**src/rtl/wb_stage.sv**
```systemverilog
// Write-back stage: commits GPR/HI/LO/CP0 state, resolves exceptions, interrupts and ERET.
// Define CP0_TIMER_EN to add the CP0 Count/Compare timer and its TI interrupt source.
module wb_stage #(
  parameter logic [31:0] EXC_VECTOR = 32'hBFC0_0380,
  parameter logic [31:0] STATUS_RST = 32'h0040_0000
) (
  input  logic        clk,
  input  logic        reset,
  input  logic        WB_valid,
  input  logic        wb_wen,
  input  logic [4:0]  wb_wdest,
  input  logic [3:0]  wb_wbytes,
  input  logic [31:0] wb_result,
  input  logic [31:0] wb_lo_result,
  input  logic        wb_hi_write,
  input  logic        wb_lo_write,
  input  logic        wb_mtc0,
  input  logic [7:0]  wb_cp0r_addr,
  input  logic        wb_syscall,
  input  logic        wb_break,
  input  logic        wb_ov_ex,
  input  logic        wb_ri_ex,
  input  logic        wb_adel_ex,
  input  logic        wb_ades_ex,
  input  logic        wb_eret,
  input  logic [31:0] wb_badaddr,
  input  logic [31:0] wb_pc,
  input  logic        wb_jbr,
  input  logic [5:0]  hw_int,
  output logic [3:0]  rf_wen,
  output logic [4:0]  rf_wdest,
  output logic [31:0] rf_wdata,
  output logic [4:0]  WB_wdest,
  output logic        WB_over,
  output logic        cancel,
  output logic        exc_pc_valid,
  output logic [31:0] exc_pc,
  output logic [31:0] HI_data,
  output logic [31:0] LO_data,
`ifdef CP0_TIMER_EN
  output logic [31:0] cp0r_count,
  output logic [31:0] cp0r_compare,
`endif
  output logic [31:0] cp0r_status,
  output logic [31:0] cp0r_cause,
  output logic [31:0] cp0r_epc,
  output logic [31:0] cp0r_badvaddr
);

  // CP0 addresses are {rd, sel}
  localparam logic [7:0] CP0_BADVADDR = 8'h40;
  localparam logic [7:0] CP0_STATUS   = 8'h60;
  localparam logic [7:0] CP0_CAUSE    = 8'h68;
  localparam logic [7:0] CP0_EPC      = 8'h70;
`ifdef CP0_TIMER_EN
  localparam logic [7:0] CP0_COUNT    = 8'h48;
  localparam logic [7:0] CP0_COMPARE  = 8'h58;
`endif

  localparam logic [4:0] EXC_INT  = 5'd0;
  localparam logic [4:0] EXC_ADEL = 5'd4;
  localparam logic [4:0] EXC_ADES = 5'd5;
  localparam logic [4:0] EXC_SYS  = 5'd8;
  localparam logic [4:0] EXC_BP   = 5'd9;
  localparam logic [4:0] EXC_RI   = 5'd10;
  localparam logic [4:0] EXC_OV   = 5'd12;

  logic [31:0] hi_q, hi_d;
  logic [31:0] lo_q, lo_d;
  logic [31:0] status_q, status_d;
  logic [31:0] cause_q, cause_d;
  logic [31:0] epc_q, epc_d;
  logic [31:0] badvaddr_q, badvaddr_d;
  logic        last_jbr_q, last_jbr_d;

`ifdef CP0_TIMER_EN
  logic [31:0] count_q, count_d;
  logic [31:0] compare_q, compare_d;
  logic        tick_q;
`endif

  logic        status_ie, status_exl;
  logic        int_pending;
  logic        exc;
  logic        exc_addr;
  logic [4:0]  exc_code;
  logic        eret_take;
  logic        commit;
  logic        cp0_wr;

  assign status_ie   = status_q[0];
  assign status_exl  = status_q[1];
  assign int_pending = status_ie & ~status_exl & (|(cause_q[15:8] & status_q[15:8]));

  // Exception selection in architectural priority order
  always_comb begin
    exc      = 1'b0;
    exc_addr = 1'b0;
    exc_code = EXC_INT;
    if (WB_valid) begin
      if (int_pending) begin
        exc      = 1'b1;
        exc_code = EXC_INT;
      end else if (wb_adel_ex) begin
        exc      = 1'b1;
        exc_addr = 1'b1;
        exc_code = EXC_ADEL;
      end else if (wb_ri_ex) begin
        exc      = 1'b1;
        exc_code = EXC_RI;
      end else if (wb_ov_ex) begin
        exc      = 1'b1;
        exc_code = EXC_OV;
      end else if (wb_syscall) begin
        exc      = 1'b1;
        exc_code = EXC_SYS;
      end else if (wb_break) begin
        exc      = 1'b1;
        exc_code = EXC_BP;
      end else if (wb_ades_ex) begin
        exc      = 1'b1;
        exc_addr = 1'b1;
        exc_code = EXC_ADES;
      end
    end
  end

  assign eret_take = WB_valid & wb_eret & ~exc;
  assign commit    = WB_valid & ~exc;
  assign cp0_wr    = commit & wb_mtc0;

  always_comb begin
    rf_wen       = commit ? ({4{wb_wen}} & wb_wbytes) : 4'h0;
    rf_wdest     = WB_valid ? wb_wdest : 5'd0;
    rf_wdata     = WB_valid ? wb_result : 32'h0;
    WB_wdest     = WB_valid ? wb_wdest : 5'd0;
    WB_over      = WB_valid;
    cancel       = exc | eret_take;
    exc_pc_valid = exc | eret_take;
    // ERET returns to the EPC held before this edge, ignoring a coincident mtc0
    if (exc) begin
      exc_pc = EXC_VECTOR;
    end else if (eret_take) begin
      exc_pc = epc_q;
    end else begin
      exc_pc = 32'h0;
    end
  end

  always_comb begin
    hi_d = hi_q;
    lo_d = lo_q;
    if (commit && wb_hi_write) begin
      hi_d = wb_result;
    end
    if (commit && wb_lo_write) begin
      lo_d = wb_lo_result;
    end
  end

  always_comb begin
    status_d = status_q;
    if (cp0_wr && wb_cp0r_addr == CP0_STATUS) begin
      status_d[15:8] = wb_result[15:8];
      status_d[1:0]  = wb_result[1:0];
    end
    if (exc) begin
      status_d[1] = 1'b1;
    end else if (eret_take) begin
      status_d[1] = 1'b0;
    end
  end

  always_comb begin
    cause_d = cause_q;
    // IP7..IP2 sample the external lines every cycle
`ifdef CP0_TIMER_EN
    cause_d[15:10] = {hw_int[5] | cause_q[30], hw_int[4:0]};
`else
    cause_d[15:10] = hw_int;
`endif
    if (cp0_wr && wb_cp0r_addr == CP0_CAUSE) begin
      cause_d[9:8] = wb_result[9:8];
    end
`ifdef CP0_TIMER_EN
    if (cp0_wr && wb_cp0r_addr == CP0_COMPARE) begin
      cause_d[30] = 1'b0;
    end else if (count_q == compare_q && compare_q != 32'h0) begin
      cause_d[30] = 1'b1;
    end
`endif
    if (exc) begin
      cause_d[6:2] = exc_code;
      if (!status_exl) begin
        cause_d[31] = last_jbr_q;
      end
    end
  end

  always_comb begin
    epc_d      = epc_q;
    badvaddr_d = badvaddr_q;
    if (cp0_wr && wb_cp0r_addr == CP0_EPC) begin
      epc_d = wb_result;
    end
    // Nested exceptions keep the original return point
    if (exc && !status_exl) begin
      epc_d = last_jbr_q ? (wb_pc - 32'd4) : wb_pc;
    end
    if (exc && exc_addr) begin
      badvaddr_d = wb_badaddr;
    end
  end

  always_comb begin
    last_jbr_d = last_jbr_q;
    if (cancel) begin
      last_jbr_d = 1'b0;
    end else if (WB_valid) begin
      last_jbr_d = wb_jbr;
    end
  end

`ifdef CP0_TIMER_EN
  always_comb begin
    count_d   = tick_q ? (count_q + 32'd1) : count_q;
    compare_d = compare_q;
    if (cp0_wr && wb_cp0r_addr == CP0_COUNT) begin
      count_d = wb_result;
    end
    if (cp0_wr && wb_cp0r_addr == CP0_COMPARE) begin
      compare_d = wb_result;
    end
  end

  always_ff @(posedge clk or posedge reset) begin
    if (reset) begin
      tick_q    <= 1'b0;
      count_q   <= 32'h0;
      compare_q <= 32'h0;
    end else begin
      tick_q    <= ~tick_q;
      count_q   <= count_d;
      compare_q <= compare_d;
    end
  end

  assign cp0r_count   = count_q;
  assign cp0r_compare = compare_q;
`endif

  always_ff @(posedge clk or posedge reset) begin
    if (reset) begin
      hi_q       <= 32'h0;
      lo_q       <= 32'h0;
      status_q   <= STATUS_RST;
      cause_q    <= 32'h0;
      epc_q      <= 32'h0;
      badvaddr_q <= 32'h0;
      last_jbr_q <= 1'b0;
    end else begin
      hi_q       <= hi_d;
      lo_q       <= lo_d;
      status_q   <= status_d;
      cause_q    <= cause_d;
      epc_q      <= epc_d;
      badvaddr_q <= badvaddr_d;
      last_jbr_q <= last_jbr_d;
    end
  end

  assign HI_data       = hi_q;
  assign LO_data       = lo_q;
  assign cp0r_status   = status_q;
  assign cp0r_cause    = cause_q;
  assign cp0r_epc      = epc_q;
  assign cp0r_badvaddr = badvaddr_q;

  // BadVAddr is read-only to software; the address is decoded only to document that
  logic unused_badvaddr_wr;
  assign unused_badvaddr_wr = cp0_wr & (wb_cp0r_addr == CP0_BADVADDR);

endmodule
```
**config.mk**
```make
export PLATFORM = sky130hd
export DESIGN_NAME = wb_stage
export DESIGN_NICKNAME = d
export VERILOG_FILES = /design/src/rtl/wb_stage.sv
export SDC_FILE = /design/constraint.sdc
export NUM_CORES = 1
export LEC_CHECK = 0
export ABC_AREA = 1
export BUFFER_PORTS_ARGS = -buffer_cell sky130_fd_sc_hd__clkbuf_2
export CAP_MARGIN = 10
export CORE_AREA = 10 10 162 164
export CTS_CLUSTER_SIZE = 12
export DETAILED_ROUTE_END_ITERATION = 8
export DIE_AREA = 0 0 172 174
export PLACE_DENSITY = 0.75
export SKIP_CTS_REPAIR_TIMING = 1
export SYNTH_ARGS = -nofsm -noshare
export SYNTH_HDL_FRONTEND = slang
export SYNTH_SLANG_ARGS = --single-unit
```
**constraint.sdc**
```tcl
create_clock -name clk -period 4.2 [get_ports clk]
set_clock_uncertainty 0.1 [all_clocks]
set_input_delay 0 -clock clk [delete_from_list [all_inputs] [get_ports clk]]
set_output_delay 0 -clock clk [all_outputs]
set_load 0.005 [all_outputs]
```
==> results of run 1 <==
[metrics by stage]
stage,util,std cells,worst slack (ps)
2_1_floorplan,-,1127,6.903
3_3_place_gp,0.4405,1722,1465
3_5_place_dp,0.4405,1722,1324
4_1_cts,0.4649,1754,913.0
5_1_grt,0.5229,1888,672.5
6_report,0.5229,1888,908.2
[power groups by stage]
stage               combinational [W]  clock (W)  sequential (W)
finish                       0.000858    0.00147         0.00175
global route                 0.000950    0.00157         0.00177
CTS                          0.000758    0.00151         0.00175
detailed placement           0.000756          0         0.00178
global placement             0.000744          0         0.00177
floorplan                    0.000352          0         0.00176
[layout by cell type (no fill, tap or decap), types with 31 or more instances in the layout]
cell	count
sky130_fd_sc_hd__dlygate4sd3_1	134
sky130_fd_sc_hd__nand2_1	365
sky130_fd_sc_hd__nor2_1	84
sky130_fd_sc_hd__dfrtp_1	152
sky130_fd_sc_hd__clkbuf_2	397
sky130_fd_sc_hd__conb_1	41
sky130_fd_sc_hd__mux2_2	32
sky130_fd_sc_hd__inv_1	116
sky130_fd_sc_hd__o21ai_0	31
sky130_fd_sc_hd__nand3_1	135
[worst max path at each step]
stage / from / endpoint / cells after the start / slack [ps]
after detailed placement: cp0r_status[11] / cp0r_status[1] / 10 / 1320
final: cp0r_status[11] / exc_pc[6] / 10 / 910
after global placement: cp0r_cause[9] / cp0r_status[1] / 10 / 1460
after floorplan: reset / HI_data[0] / 1 / 7
after CTS: cp0r_status[11] / exc_pc[30] / 10 / 910
after global routing: cp0r_status[14] / exc_pc[30] / 10 / 670
[critical path, cell delays in order (launching register included)]
cell                       delay, ps
sky130_fd_sc_hd__dfrtp_1         410
sky130_fd_sc_hd__nand2_1          70
sky130_fd_sc_hd__nand2_1          40
sky130_fd_sc_hd__nor2_1          120
sky130_fd_sc_hd__nand2_1         120
sky130_fd_sc_hd__nand2_2         160
sky130_fd_sc_hd__nand2_4         110
sky130_fd_sc_hd__nand2_2         330
sky130_fd_sc_hd__nand3_1         820
sky130_fd_sc_hd__nor2_1          380
sky130_fd_sc_hd__clkbuf_2        180
[final cells by class]
class | instances | area [um^2] | area share
clock buffer | 18 | 429.2 | 0.03550
clock inverter | 14 | 135.1 | 0.01118
inverter | 120 | 455.4 | 0.03767
multi-input combinational | 757 | 3531 | 0.2920
sequential | 152 | 3804 | 0.3146
tap | 290 | 362.8 | 0.03001
timing repair buffer | 537 | 3373 | 0.2790
[metal layers]
| metal | part of all wire | up-vias |
|---|---|---|
| li1 | - | 4306 |
| met1 | 0.40 | 4281 |
| met2 | 0.49 | 439 |
| met3 | 0.083 | 48 |
| met4 | 0.023 | 0 |
| met5 | 0 | - |
[state kept, by name (all words and copies together), names as in the netlist]
signal         count
cp0r_epc          32
HI_data           32
LO_data           32
cp0r_status       10
cp0r_cause        13
last_jbr_q         1
cp0r_badvaddr     32
[logic make-up after synthesis]
family / after synthesis / synth area share
flip-flops: 152 / 0.4613
XOR/XNOR: 11 / 0.01168
multiplexers: 32 / 0.04370
other: 2 / 0.0009108
buffers and inverters: 218 / 0.1282
AO/OA/AOI/OAI: 56 / 0.03490
AND/OR/NAND/NOR: 616 / 0.3178
adder cells (fa/ha/maj): 1 / 0.001517
==> impl_metrics.csv, run 1 <==
group,metric,value,unit
floorplan,design.portCount,439,
setup_path,startpoint_type,"flip-flop",
pwr,clock_power_share,0.361,
yosys,synth_edf_count,0,
cts,htree_num_levels,4,
pwr,p_sw_frac,0.3140,
sta,final_period_minus_worst_setup_slack,3292,ps
min_path,whs_endpoint,"cp0r_epc[13]",
cts,clockBufferDepth,2,
yosys,synth_top_cells_by_area,"sky130_fd_sc_hd__dfrtp_1, sky130_fd_sc_hd__nand2_1, sky130_fd_sc_hd__nand3_1, sky130_fd_sc_hd__inv_1, sky130_fd_sc_hd__buf_4",
pwr,power_density,338.0,mW/mm^2
yosys,postSynthRegisterBits,152,
global_route,grt.overflow.total,0,
yosys,synth.most_common_cell,"sky130_fd_sc_hd__nand2_1",
sta,max_slew_margin,0.2620,
sta,total_setup_violations_reported_at_the_end_of_the_flow,0,
placed_design,gp_routability_congestion,0.9324,
cts,tritoncts,"yes",
sta,share_of_the_clock_period_used_by_the_worst_path_after_layout,0.7838,
floorplan,coreArea,0.02312,mm^2
global_route,global_routing_met1_resource_utilization,0.2596,
global_route,met3_usage_in_global_routing,0.05233,
floorplan,die_area,0.02993,mm^2
setup_path,r2r_start,"cp0r_status[11]",
yosys,postSynthAreaPerCell,7.578,um^2
layout,fillerInstances,2146,
sta,final-hold-violation-count,8,
yosys,synth.lib_cells_used.distinct,34,
floorplan,start_util,0.3566,
placed_design,dpl_cell_area,0.01018,mm^2
yosys,syn_inst_count,1088,
sta,fmax,303.8,MHz
detailed_routing,drc_errors_left,0,
yosys,synthDominantCellAreaShare,0.4613,
global_route,globalRoute.busiestLayer,"met2",
sta,timing.final.max_slew_violations,0,
min_path,min_from,"wb_pc[13]",
floorplan,placementRows,56,
pwr,sequential_power_share,0.429,
setup_path,setup.worst_path.end_class,"primary output",
flow_run,drv_cap,0,
setup_path,reg2reg_slack,1060,ps
layout,share_of_cells_above_drive_strength_1,0.3023,
pwr,worst_ir_drop_vdd,0.0002175,V
detailed_routing,route.vias.total,9074,
yosys,netlist.top_cell.by_area,"sky130_fd_sc_hd__dfrtp_1",
layout,areaGrowthSynthToFinish,46.63,%
cts,cts_inserted_buffers,17,
pwr,power.internal,0.002803,W
yosys,synth-warning-count,0,
run_status,run_status,"finished, violations left",
pwr,comb_power_share,0.210,
detailed_routing,remaining_number_of_nets_flagged_by_the_antenna_check_after_routing,0,
yosys,ys_seq_area_frac,0.4613,
global_route,grt_antenna_before_repair,0,
layout,post-route-cell-area,0.01209,mm^2
detailed_routing,wl,35.86,mm
setup_path,r2r.worst_path.cells,13,
sta,final.hold.worst_slack,-33.64,ps
detailed_routing,drt-vias-per-instance,4.806,
floorplan,chipWidth,172,um
pwr,power.static_leakage,6.993,nW
yosys,synthesis.area,0.008245,mm^2
global_route,grt_pass1_vias,8195,
layout,antenna_cells,0,
global_route,grt.total_usage,0.2105,
global_route,pin_count_of_the_biggest_net_entering_global_routing,94,
detailed_routing,first_pass_iters,5,
detailed_routing,drt_iter0_drc,803,
floorplan,floorplan.die.height,174,um
sta,tightestPinTransition,1104,ps
setup_path,worstPathRequired,4100,ps
global_route,globalRouteMet2Util,0.3543,
detailed_routing,post_drt_wl_per_cell,18.99,um
sta,finalSetupTns,0,ps
placed_design,place.detailed.hpwl,26.37,mm
cts,clk_latency,420,ps
cts,clk_root_buffer_cell,"sky130_fd_sc_hd__clkbuf_16",
pwr,total_power,0.004086,W
run_status,violations,"negative hold slack",
setup_path,critical_path_arrival,3190,ps
cts,cts.sink_count,152,
yosys,synthArstFlopShare,1.000,
setup_path,timing.rr.end,"cp0r_epc[1]",
placed_design,number_of_buffers_inserted_by_port_buffering,397,
global_route,grt_first_pass_wirelength,48.81,mm
layout,nets,1752,
sta,grt_setup_unrepaired,"no",
min_path,min_delay_path_depth,5,
pwr,power_switching,0.001283,W
cts,clk_transition_reported_paths,70,ps
setup_path,critPathKind,"flip-flop to primary output",
yosys,ys_dominant_reg_cell,"sky130_fd_sc_hd__dfrtp_1",
min_path,worstHoldPathType,"primary input to flip-flop",
yosys,post_synth_most_frequent_cells,"sky130_fd_sc_hd__nand2_1, sky130_fd_sc_hd__dfrtp_1, sky130_fd_sc_hd__nand3_1",
setup_path,critical_path_peak_fanout,21,
Note: power is estimated with default switching activity, not from simulation.
==> run 2, diff against run 1 <==
--- a/config.mk
+++ b/config.mk
@@ -5,14 +5,14 @@
 export SDC_FILE = /design/constraint.sdc
 export NUM_CORES = 1
 export LEC_CHECK = 0
-export ABC_AREA = 1
+export ABC_AREA = 0
 export BUFFER_PORTS_ARGS = -buffer_cell sky130_fd_sc_hd__clkbuf_2
 export CAP_MARGIN = 10
 export CORE_AREA = 10 10 162 164
 export CTS_CLUSTER_SIZE = 12
 export DETAILED_ROUTE_END_ITERATION = 8
 export DIE_AREA = 0 0 172 174
-export PLACE_DENSITY = 0.75
+export PLACE_DENSITY = 0.71
 export SKIP_CTS_REPAIR_TIMING = 1
 export SYNTH_ARGS = -nofsm -noshare
 export SYNTH_HDL_FRONTEND = slang
==> constraint.sdc (replaced) <==
create_clock -name clk -period 3.15 [get_ports clk]
set_clock_uncertainty 0.1 [all_clocks]
set_input_delay 0 -clock clk [delete_from_list [all_inputs] [get_ports clk]]
set_output_delay 0 -clock clk [all_outputs]
set_load 0.005 [all_outputs]
==> impl_metrics.csv, run 2 <==
group,metric,value,unit
floorplan,die_area,0.02993,mm^2
yosys,synthDominantCellAreaShare,0.4742,
global_route,grt_antenna_before_repair,5,
detailed_routing,remaining_number_of_nets_flagged_by_the_antenna_check_after_routing,0,
yosys,synth_compound_area_frac,0.1281,
global_route,grt_pass1_vias,7560,
cts,clk_root_buffer_cell,"sky130_fd_sc_hd__clkbuf_16",
yosys,simple_gate_fraction_of_synth_area,0.1462,
global_route,pin_count_of_the_biggest_net_entering_global_routing,87,
floorplan,placementRows,56,
floorplan,floorplan.die.height,174,um
setup_path,cpPeakStageDelay,560,ps
global_route,grt_first_pass_wirelength,47.29,mm
sta,timing.final.max_slew_violations,0,
global_route,grt.total_usage,0.2051,
cts,cts_inserted_buffers,17,
yosys,synth_top_family_by_area,"multiplexers",
detailed_routing,first_pass_iters,5,
sta,total_setup_violations_reported_at_the_end_of_the_flow,0,
layout,final_common_cell,"sky130_fd_sc_hd__clkbuf_2",
setup_path,cpMostUsedCell,"sky130_fd_sc_hd__buf_4",
setup_path,setup.worst_path.end_class,"flip-flop",
layout,share_of_cells_above_drive_strength_1,0.4637,
sta,fmax,327.3,MHz
placed_design,gp_routability_congestion,0.8568,
yosys,synth_edf_count,0,
setup_path,critPathKind,"flip-flop to flip-flop",
sta,max_slew_margin,0.3662,
yosys,ys_dominant_reg_cell,"sky130_fd_sc_hd__dfrtp_1",
yosys,synth_fa_ha_area_frac,0.001560,
min_path,worstHoldPathType,"primary input to flip-flop",
setup_path,worstPathRequired,3330,ps
min_path,min_delay_path_depth,4,
placed_design,dp_worst_setup_slack,398.5,ps
setup_path,path_cells,"buf_4 -> nor4bb_1 -> buf_4 -> nand4_1 -> o41a_1 -> dlygate4sd3_1 -> a2111oi_0 -> a31oi_1",
global_route,grt.overflow.total,0,
cts,tritoncts,"yes",
run_status,run_status,"finished, violations left",
layout,multiInputGateArea,0.003771,mm^2
sta,grt_setup_unrepaired,"no",
min_path,whs_endpoint,"cp0r_epc[5]",
setup_path,reg2reg_slack,90,ps
setup_path,startpoint_type,"flip-flop",
layout,area.sequential,0.003804,mm^2
yosys,synth_top_cells_by_area,"sky130_fd_sc_hd__dfrtp_1, sky130_fd_sc_hd__mux2_2, sky130_fd_sc_hd__buf_4, sky130_fd_sc_hd__and2_1, sky130_fd_sc_hd__o31ai_1",
layout,areaGrowthSynthToFinish,49.34,%
sta,postLayoutSetupSlackWorst,94.64,ps
setup_path,timing.rr.end,"cp0r_epc[20]",
floorplan,start_util,0.3469,
detailed_routing,drt-vias-per-instance,5.252,
run_status,violations,"negative hold slack",
placed_design,number_of_buffers_inserted_by_port_buffering,397,
detailed_routing,route.vias.total,8057,
sta,final_period_minus_worst_setup_slack,3055,ps
yosys,mux_share_of_post_synthesis_cell_area,0.1583,
floorplan,design.portCount,439,
detailed_routing,post_drt_wl_per_cell,22.92,um
setup_path,cpMaxStageDelayCell,"sky130_fd_sc_hd__dlygate4sd3_1",
floorplan,chipWidth,172,um
cts,clk_latency,420,ps
yosys,synthesis.area,0.008021,mm^2
sta,finalSetupTns,0,ps
setup_path,critical_path_arrival,3240,ps
pwr,power.static_leakage,5.900,nW
layout,nets,1394,
flow_run,drv_cap,0,
yosys,synth.most_common_cell,"sky130_fd_sc_hd__dfrtp_1",
yosys,yosys.area_share.xor_xnor,0.01201,
sta,final-hold-violation-count,6,
placed_design,place.detailed.hpwl,25.20,mm
layout,most-common-layout-cells,"sky130_fd_sc_hd__clkbuf_2, sky130_fd_sc_hd__dfrtp_1, sky130_fd_sc_hd__dlygate4sd3_1",
placed_design,dpl_cell_area,0.01019,mm^2
yosys,synth-warning-count,0,
cts,clockBufferDepth,2,
detailed_routing,drc_errors_left,0,
pwr,power_density,454.2,mW/mm^2
detailed_routing,drt_iter0_drc,559,
detailed_routing,wl,35.16,mm
cts,cts.sink_count,152,
setup_path,r2r.worst_path.cells,8,
sta,share_of_the_clock_period_used_by_the_worst_path_after_layout,0.9700,
pwr,worst_ir_drop_vdd,0.0003313,V
setup_path,critical_path_peak_fanout,7,
sta,final.hold.worst_slack,-8.249,ps
yosys,synth.lib_cells_used.distinct,57,
layout,fillerInstances,2049,
yosys,ys_seq_area_frac,0.4742,
yosys,synthArstFlopShare,1.000,
cts,htree_num_levels,4,
yosys,syn_inst_count,730,
sta,tightestPinTransition,926.7,ps
min_path,min_from,"wb_pc[5]",
layout,post-route-cell-area,0.01198,mm^2
setup_path,r2r_start,"last_jbr_q",
yosys,postSynthAreaPerCell,10.99,um^2
yosys,post_synth_most_frequent_cells,"sky130_fd_sc_hd__dfrtp_1, sky130_fd_sc_hd__mux2_2, sky130_fd_sc_hd__and2_1",
yosys,netlist.top_cell.by_area,"sky130_fd_sc_hd__dfrtp_1",
floorplan,coreArea,0.02312,mm^2
yosys,postSynthRegisterBits,152,
cts,clk_transition_reported_paths,70,ps
-- run 2: cell count changes after synthesis, moves of 18 or more --
cell	before	now
sky130_fd_sc_hd__nand2_1	365	9
sky130_fd_sc_hd__inv_1	117	9
sky130_fd_sc_hd__nand3_1	135	31
sky130_fd_sc_hd__mux2_2	32	108
sky130_fd_sc_hd__nor2_1	84	14
sky130_fd_sc_hd__and2_1	0	59
sky130_fd_sc_hd__a31oi_1	0	31
sky130_fd_sc_hd__o31ai_1	0	31
sky130_fd_sc_hd__o21ai_0	31	3
sky130_fd_sc_hd__clkbuf_1	21	47
sky130_fd_sc_hd__o21ai_1	19	1
-- run 2: layer usage --
layer	global-route usage	vias to the layer above	wire length, um
li1	-	3619	-
met1	0.2443	3994	13380
met2	0.3482	402	18010
met3	0.07091	40	3269
met4	0.04240	2	493
met5	0	-	7
-- run 2: cell families after synthesis --
logic type                 Yosys count
AOI/OAI and AO/OA                  140
xor gates and xnor gates            11
adders and majority gates            1
buffers and inverters              116
DFF                                152
muxes                              113
other                                2
and+or+nand+nor                    195
-- run 2: final cells by class --
class | count | area share
Multi-Input combinational cell | 501 | 0.3148
Inverter | 9 | 0.003133
Antenna cell | 4 | 0.0008356
Clock inverter | 14 | 0.01076
Timing Repair Buffer | 546 | 0.2868
Clock buffer | 18 | 0.03583
Tap cell | 290 | 0.03029
Sequential cell | 152 | 0.3175
-- run 2: where the power goes --
group | total (W) | internal (W) | leakage [nW] | switching, W
sequential | 0.00235 | 0.00218 | 1.91 | 0.000172
combinational | 0.00111 | 0.000584 | 3.73 | 0.000521
clock | 0.00198 | 0.00105 | 0.266 | 0.000937
-- run 2: worst max-delay path by stage --
stage / from / endpoint / slack [ps] / depth (start not counted)
after CTS: cp0r_cause[10] / exc_pc[7] / 360 / 8
after detailed placement: last_jbr_q / cp0r_epc[14] / 400 / 8
after global placement: last_jbr_q / cp0r_epc[14] / 400 / 8
after global routing: last_jbr_q / cp0r_epc[20] / 7 / 8
after floorplan: last_jbr_q / cp0r_epc[25] / 550 / 8
final: last_jbr_q / cp0r_epc[20] / 90 / 8
-- run 2: worst max-delay path: cells and delay by family, from the launching register on --
| kind | cells | cell delay [ps] |
|---|---|---|
| flip-flops | 1 | 340 |
| buffers and inverters | 3 | 930 |
| AO/OA/AOI/OAI | 3 | 920 |
| AND/OR/NAND/NOR | 2 | 640 |
-- run 2: through the flow --
stage,instances,util,power (W)
floorplan,769,-,0.002783
global placement,1376,0.4407,0.003314
detailed placement,1376,0.4407,0.003340
CTS,1408,0.4648,0.005330
global route,1532,0.5179,0.005687
finish,1534,0.5181,0.005441
